## config.mk

```make
export PLATFORM = sky130hd
export DESIGN_NAME = spi_slave_sync
export DESIGN_NICKNAME = d
export VERILOG_FILES = /design/src/rtl/spi_slave_sync.sv
export SDC_FILE = /design/constraint.sdc
export NUM_CORES = 1
export LEC_CHECK = 0
export ABC_AREA = 1
export CAP_MARGIN = 20
export CORE_MARGIN = 2
export CORE_UTILIZATION = 35
export DETAILED_ROUTE_END_ITERATION = 8
export PLACE_DENSITY_LB_ADDON = 0.25
export SLEW_MARGIN = 20
export SYNTH_ARGS = -nofsm -noshare
export SYNTH_HDL_FRONTEND = slang
export SYNTH_SLANG_ARGS = --single-unit
```

## constraint.sdc

```tcl
create_clock -name clk_i -period 1.25 [get_ports clk_i]
set_input_delay 0.25 -clock clk_i [delete_from_list [all_inputs] [get_ports clk_i]]
set_output_delay 0.25 -clock clk_i [all_outputs]
set_load 0.05 [all_outputs]
```

## src/rtl/spi_slave_sync.sv

```systemverilog
// spi_slave_sync
//   SPI slave that runs entirely on the system clock. SCK, MOSI and SS_N are
//   oversampled through two-flop synchronizers. SCK has a third flop so that
//   its edges can be detected. One byte is shifted in and one byte is shifted
//   out, MSB first, per 8 SCK cycles. All four CPOL/CPHA modes are supported.
//
// Ports
//   clk_i, rstn_i          system clock, asynchronous active-low reset
//   cpol_i, cpha_i         SPI mode; change only while ss_n_i is high
//   sck_i, mosi_i, ss_n_i  asynchronous SPI pins from the master
//   miso_o                 registered slave-out data (never tristated)
//   tx_data_i, tx_valid_i  byte for the single-entry transmit buffer
//   tx_ready_o             transmit buffer empty
//   tx_udr_o               pulse: a byte load found the buffer empty, 0xFF sent
//   rx_data_o              last complete received byte
//   rx_valid_o             pulse: rx_data_o has just been updated
//
// Handshake: a byte is transferred into the transmit buffer on any clk_i edge
// where tx_valid_i and tx_ready_o are both high. tx_valid_i while tx_ready_o
// is low is ignored and must be held or re-presented by the writer.
// tx_ready_o depends only on internal state, never on tx_valid_i.

module spi_slave_sync (
  input  logic       clk_i,
  input  logic       rstn_i,
  input  logic       cpol_i,
  input  logic       cpha_i,
  input  logic       sck_i,
  input  logic       mosi_i,
  input  logic       ss_n_i,
  output logic       miso_o,
  input  logic [7:0] tx_data_i,
  input  logic       tx_valid_i,
  output logic       tx_ready_o,
  output logic       tx_udr_o,
  output logic [7:0] rx_data_o,
  output logic       rx_valid_o
);

  // [1] is the synchronized value; [2] is its previous value.
  logic [2:0] sck_sync;
  logic [1:0] mosi_sync;
  logic [2:0] ss_sync;

  logic [7:0] rxsr;
  logic [7:0] txsr;
  logic [2:0] bit_cnt;
  logic [7:0] tx_buf;
  logic       tx_full;

  logic sck_cur, sck_prev, ss_cur, ss_prev, mosi_s;
  logic lead, trail, edge_en, sample_edge, shift_edge, ss_fall, load_pt;
  logic wr_accept;

  always_ff @(posedge clk_i or negedge rstn_i) begin
    if (!rstn_i) begin
      sck_sync  <= 3'b000;
      mosi_sync <= 2'b00;
      ss_sync   <= 3'b111;
    end else begin
      sck_sync  <= {sck_sync[1:0], sck_i};
      mosi_sync <= {mosi_sync[0], mosi_i};
      ss_sync   <= {ss_sync[1:0], ss_n_i};
    end
  end

  assign sck_cur  = sck_sync[1];
  assign sck_prev = sck_sync[2];
  assign ss_cur   = ss_sync[1];
  assign ss_prev  = ss_sync[2];
  assign mosi_s   = mosi_sync[1];

  assign lead  = (sck_prev == cpol_i) && (sck_cur != cpol_i);
  assign trail = (sck_prev != cpol_i) && (sck_cur == cpol_i);

  // SCK edges count only once select has been low for a full cycle. The SCK
  // synchronizer leaves reset at 0. With cpol=1 it would otherwise report a
  // false trailing edge at the same moment that select first reads low.
  assign edge_en     = !ss_cur && !ss_prev;
  assign sample_edge = edge_en && (cpha_i ? trail : lead);
  assign shift_edge  = edge_en && (cpha_i ? lead : trail);
  assign ss_fall     = ss_prev && !ss_cur;

  // With cpha=0 the first bit must be on MISO before the first SCK edge, so
  // the select falling edge also acts as a load point.
  assign load_pt = (shift_edge && (bit_cnt == 3'd0)) || (!cpha_i && ss_fall);

  assign tx_ready_o = !tx_full;
  assign wr_accept  = tx_valid_i && tx_ready_o;

  // Shift registers, bit counter and receive outputs.
  always_ff @(posedge clk_i or negedge rstn_i) begin
    if (!rstn_i) begin
      rxsr       <= 8'h00;
      txsr       <= 8'hFF;
      bit_cnt    <= 3'd0;
      rx_data_o  <= 8'h00;
      rx_valid_o <= 1'b0;
      tx_udr_o   <= 1'b0;
      miso_o     <= 1'b1;
    end else begin
      rx_valid_o <= 1'b0;
      tx_udr_o   <= 1'b0;
      miso_o     <= txsr[7];
      if (ss_cur) begin
        // Deselected: discard any partial byte and idle MISO high.
        rxsr    <= 8'h00;
        txsr    <= 8'hFF;
        bit_cnt <= 3'd0;
      end else begin
        if (sample_edge) begin
          rxsr    <= {rxsr[6:0], mosi_s};
          bit_cnt <= bit_cnt + 3'd1;
          if (bit_cnt == 3'd7) begin
            rx_data_o  <= {rxsr[6:0], mosi_s};
            rx_valid_o <= 1'b1;
          end
        end
        if (load_pt) begin
          if (tx_full) begin
            txsr <= tx_buf;
          end else begin
            txsr     <= 8'hFF;
            tx_udr_o <= 1'b1;
          end
        end else if (shift_edge) begin
          txsr <= {txsr[6:0], 1'b1};
        end
      end
    end
  end

  // Single-entry transmit buffer. A load point empties the buffer. If the
  // buffer is already empty at a load point, a write in the same cycle is
  // still accepted.
  always_ff @(posedge clk_i or negedge rstn_i) begin
    if (!rstn_i) begin
      tx_buf  <= 8'h00;
      tx_full <= 1'b0;
    end else if (load_pt && tx_full) begin
      tx_full <= 1'b0;
    end else if (wr_accept) begin
      tx_buf  <= tx_data_i;
      tx_full <= 1'b1;
    end
  end

endmodule

```

==> impl_metrics.csv <==
group,metric,value,unit
worst_setup_path,crit_type,"register to register",
power_and_ir_drop,power.leakage,0.00143,uW
logic_synthesis,synth_fp_nets,219,
detailed_routing,antenna_left,0,
detailed_routing,avgRoutedWirePerCell,12.3,um
sta,layout_setup_ws,-223,ps
power_and_ir_drop,p_comb_share,25.6,%
cts,cts_root_buffer,"clkbuf_8",
grt,grt_use_total,13.7,%
die,die_x,80.0,um
worst_setup_path,critPathLaunch,"sck_sync[1]",
sta,hold_viol,0,
final_layout,drive_above_1_share,50.0,%
worst_setup_path,endpoint,"rxsr[3]",
logic_synthesis,synth-seq-cells,46,
worst_setup_path,worstSetupEndpointType,"register",
logic_synthesis,synth_top_family_by_area,"simple AND/OR/NAND/NOR gates",
sta,fin_hold_ws,352,ps
grt,grt_pass1_vias,1604,
final_layout,num_antenna_cells,0,
logic_synthesis,synth_xor_area_share,0,%
logic_synthesis,synth_top_cell_by_area,"dfrtp_1",
die,rows,27,
worst_setup_path,critPathArrivalTime,1670,ps
die,initial_core_util,36.5,%
cts,cts_buffers,5,
logic_synthesis,synth_top_area_share,42.1,%
die,die_area,6400,um^2
placed_design,portBuffers,27,
logic_synthesis,netlist_area,2020,um^2
power_and_ir_drop,p_int,2850,uW
worst_setup_path,reg2reg_slack,-220,ps
sta,slew_headroom,78.3,%
power_and_ir_drop,irDropWorstVdd,0.723,mV
status,violations,"negative setup slack",
sta,finalSetupViolCount,29,
sta,finalCritPeriodShare,118,%
grt,antenna_found_initial,0,
power_and_ir_drop,powerDensity,1260,nW/um^2
sta,worst_pin_slew,325,ps
logic_synthesis,synth_area_leaders,"dfrtp_1 (42%), dfstp_2 (16%), nand2_1 (7.2%), nor2_1 (5.8%), mux2_2 (4.5%)",
hold_path,min-delay-start,"sck_sync[0]",
final_layout,fin_cells,334,
worst_setup_path,reg2regPathDepth,10,
worst_setup_path,cp.required,1450,ps
detailed_routing,drt_pass1_iterations,4,
die,die_y,80.0,um
power_and_ir_drop,clock_power_share,28.7,%
grt,grt_pass1_wl,6800,um
detailed_routing,vias,1545,
power_and_ir_drop,pwr-share-seq,45.6,%
sta,setup_tns,-4740,ps
cts,cts_sinks,46,
sta,fmax,679,MHz
worst_setup_path,r2r-end,"rxsr[3]",
grt,grt_max_degree,47,
logic_synthesis,ys_warn_count,0,
logic_synthesis,synthAdderAreaFrac,1.86,%
detailed_routing,drc,0,
worst_setup_path,critPathMaxFanout,6,
sta,fin_crit,1470,ps
placed_design,gp_congestion,0.701,
cts,cts_tree,"yes",
cts,cts.reportedPaths.clkPinSlew,90,ps
hold_path,hold_class,"register to register",
logic_synthesis,synth_mux_area_share,4.45,%
logic_synthesis,synthCells,200,
cts,clk_latency,300,ps
detailed_routing,wl,4120,um
placed_design,place_area,2630,um^2
final_layout,area_delta_synth_final,55.4,%
sta,fin_worst_skew,13.2,ps
power_and_ir_drop,switchingPower,1100,uW
status,status,"complete, but fails checks",
logic_synthesis,synth-compound-area-share,9.52,%
power_and_ir_drop,switching_share,27.8,%
flow_run,cap_violations,0,
worst_setup_path,r2r_start,"sck_sync[1]",
final_layout,final_area,3140,um^2
cts,htreeDepth,2,
cts,ctsLongestPathBuffers,2,
logic_synthesis,synth.avg_cell_area,10.1,um^2
worst_setup_path,critPathLaunchType,"register",
sta,rsz0062_at_grt,"yes",
detailed_routing,drt-initial-drc-count,72,
sta,finalMaxSlewViolations,0,
die,io_pins,28,
final_layout,nets,280,
placed_design,hpwl,2510,um
placed_design,place_inst,312,
logic_synthesis,synth-simple-area-share,21.7,%
die,core_area,5540,um^2
logic_synthesis,seq_area_frac_synth,57.6,%
logic_synthesis,ys_types,26,
grt,overflow,0,
detailed_routing,viasPerCell,4.63,
final_layout,final_util,56.8,%
-- per-layer routing --
metal	wire, um	GRT usage, %
met1	1620	15.5
met2	2290	24.1
met3	151	4.07
met4	61	5.08
met5	0	0
-- final cells by class --
cell class / instances / area (um^2)
repair buffers: 57 / 706
well taps: 72 / 90.1
clock buffers: 7 / 86.3
inverters: 18 / 67.6
multi-input cells: 133 / 998
fillers: 477 / 2400
clock inverters: 1 / 30.0
flip-flops and latches: 46 / 1170
-- kinds of logic (layout without fill, tap and decap cells) --
kind of cell    count (synthesis)  count (layout)
fa+ha+maj                       3               3
flops                          46              46
mux                             8               8
simple gates                   92              93
buf+inv                        22              83
compound gates                 29              29
-- cells in the mapped netlist --
cell      instances
buf_4             2
a21oi_4           1
nor2_4            1
nor2_2            1
nand2_4           1
o21ai_0           7
nand4_4           1
nand2_1          39
ha_1              3
o22ai_1           6
o21ai_1           5
a21oi_1           2
a21oi_2           7
nand2_2           3
dfrtp_1          34
o21a_1            1
nand3_2           4
nor2_1           31
dfstp_2          12
nand3_1          10
inv_2             2
clkbuf_1          1
nand3_4           1
buf_6             1
mux2_2            8
inv_1            16
-- layout by cell type (no fill, tap or decap), drive strengths merged, types with 6 or more instances in the layout --
master	Yosys	layout
o21ai	12	12
mux2	8	8
dfstp	12	12
buf	3	41
nand3	15	15
clkbuf	1	8
nand2	43	44
inv	18	18
clkdlybuf4s50	0	13
nor2	33	33
o22ai	6	6
a21oi	10	10
dfrtp	34	34
-- worst min-delay path by stage --
stage | cells past startpoint | slack [ps] | to
after global routing | 1 | 360 | ss_sync[0]
after detailed placement | 2 | 260 | rx_data_o[7]
after floorplan | 0 | -50 | bit_cnt[0]
after CTS | 1 | 340 | ss_sync[0]
final | 0 | 350 | sck_sync[1]
after global placement | 2 | 250 | rx_data_o[6]
-- timing repair --
action,in CTS,in global routing
hold buffers,1,0
setup endpoints to repair,30,31
buffers inserted,5,8
gates cloned,1,2
pin swaps,13,23
gates resized for setup,40,28
hold endpoints to repair,34,0
-- power groups by stage --
stage | logic, uW | registers, uW | clock network [uW]
2_1_floorplan | 522 | 1810 | 0
3_3_place_gp | 845 | 1820 | 0
3_5_place_dp | 852 | 1820 | 0
4_1_cts | 963 | 1800 | 1180
5_1_grt | 1110 | 1830 | 1240
6_report | 1010 | 1800 | 1140
-- through the flow --
step	setup WS (ps)	power (uW)
after global routing	-344	4180
after global placement	-577	2670
final	-223	3950
after CTS	-192	3940
after floorplan	-70.6	2330
after detailed placement	-643	2670
-- sequential cells by signal (all words and copies together) (netlist names) --
| name | flops |
|---|---|
| rxsr | 7 |
| miso_o | 1 |
| rx_data_o | 8 |
| sck_sync | 3 |
| tx_udr_o | 1 |
| txsr | 8 |
| tx_full | 1 |
| mosi_sync | 2 |
| ss_sync | 3 |
| tx_buf | 8 |
| rx_valid_o | 1 |
| bit_cnt | 3 |
-- worst max-delay path, stage by stage, from the launching register on --
cell and delay, ps:
dfrtp_1 420, inv_2 80, nand2_1 50, nand2_1 70, nand2_2 80, nand2_2 90
nand3_4 150, buf_4 190, buf_6 120, nand2_8 80, o22ai_2 60
No activity file was read; power rests on OpenSTA's default activity.
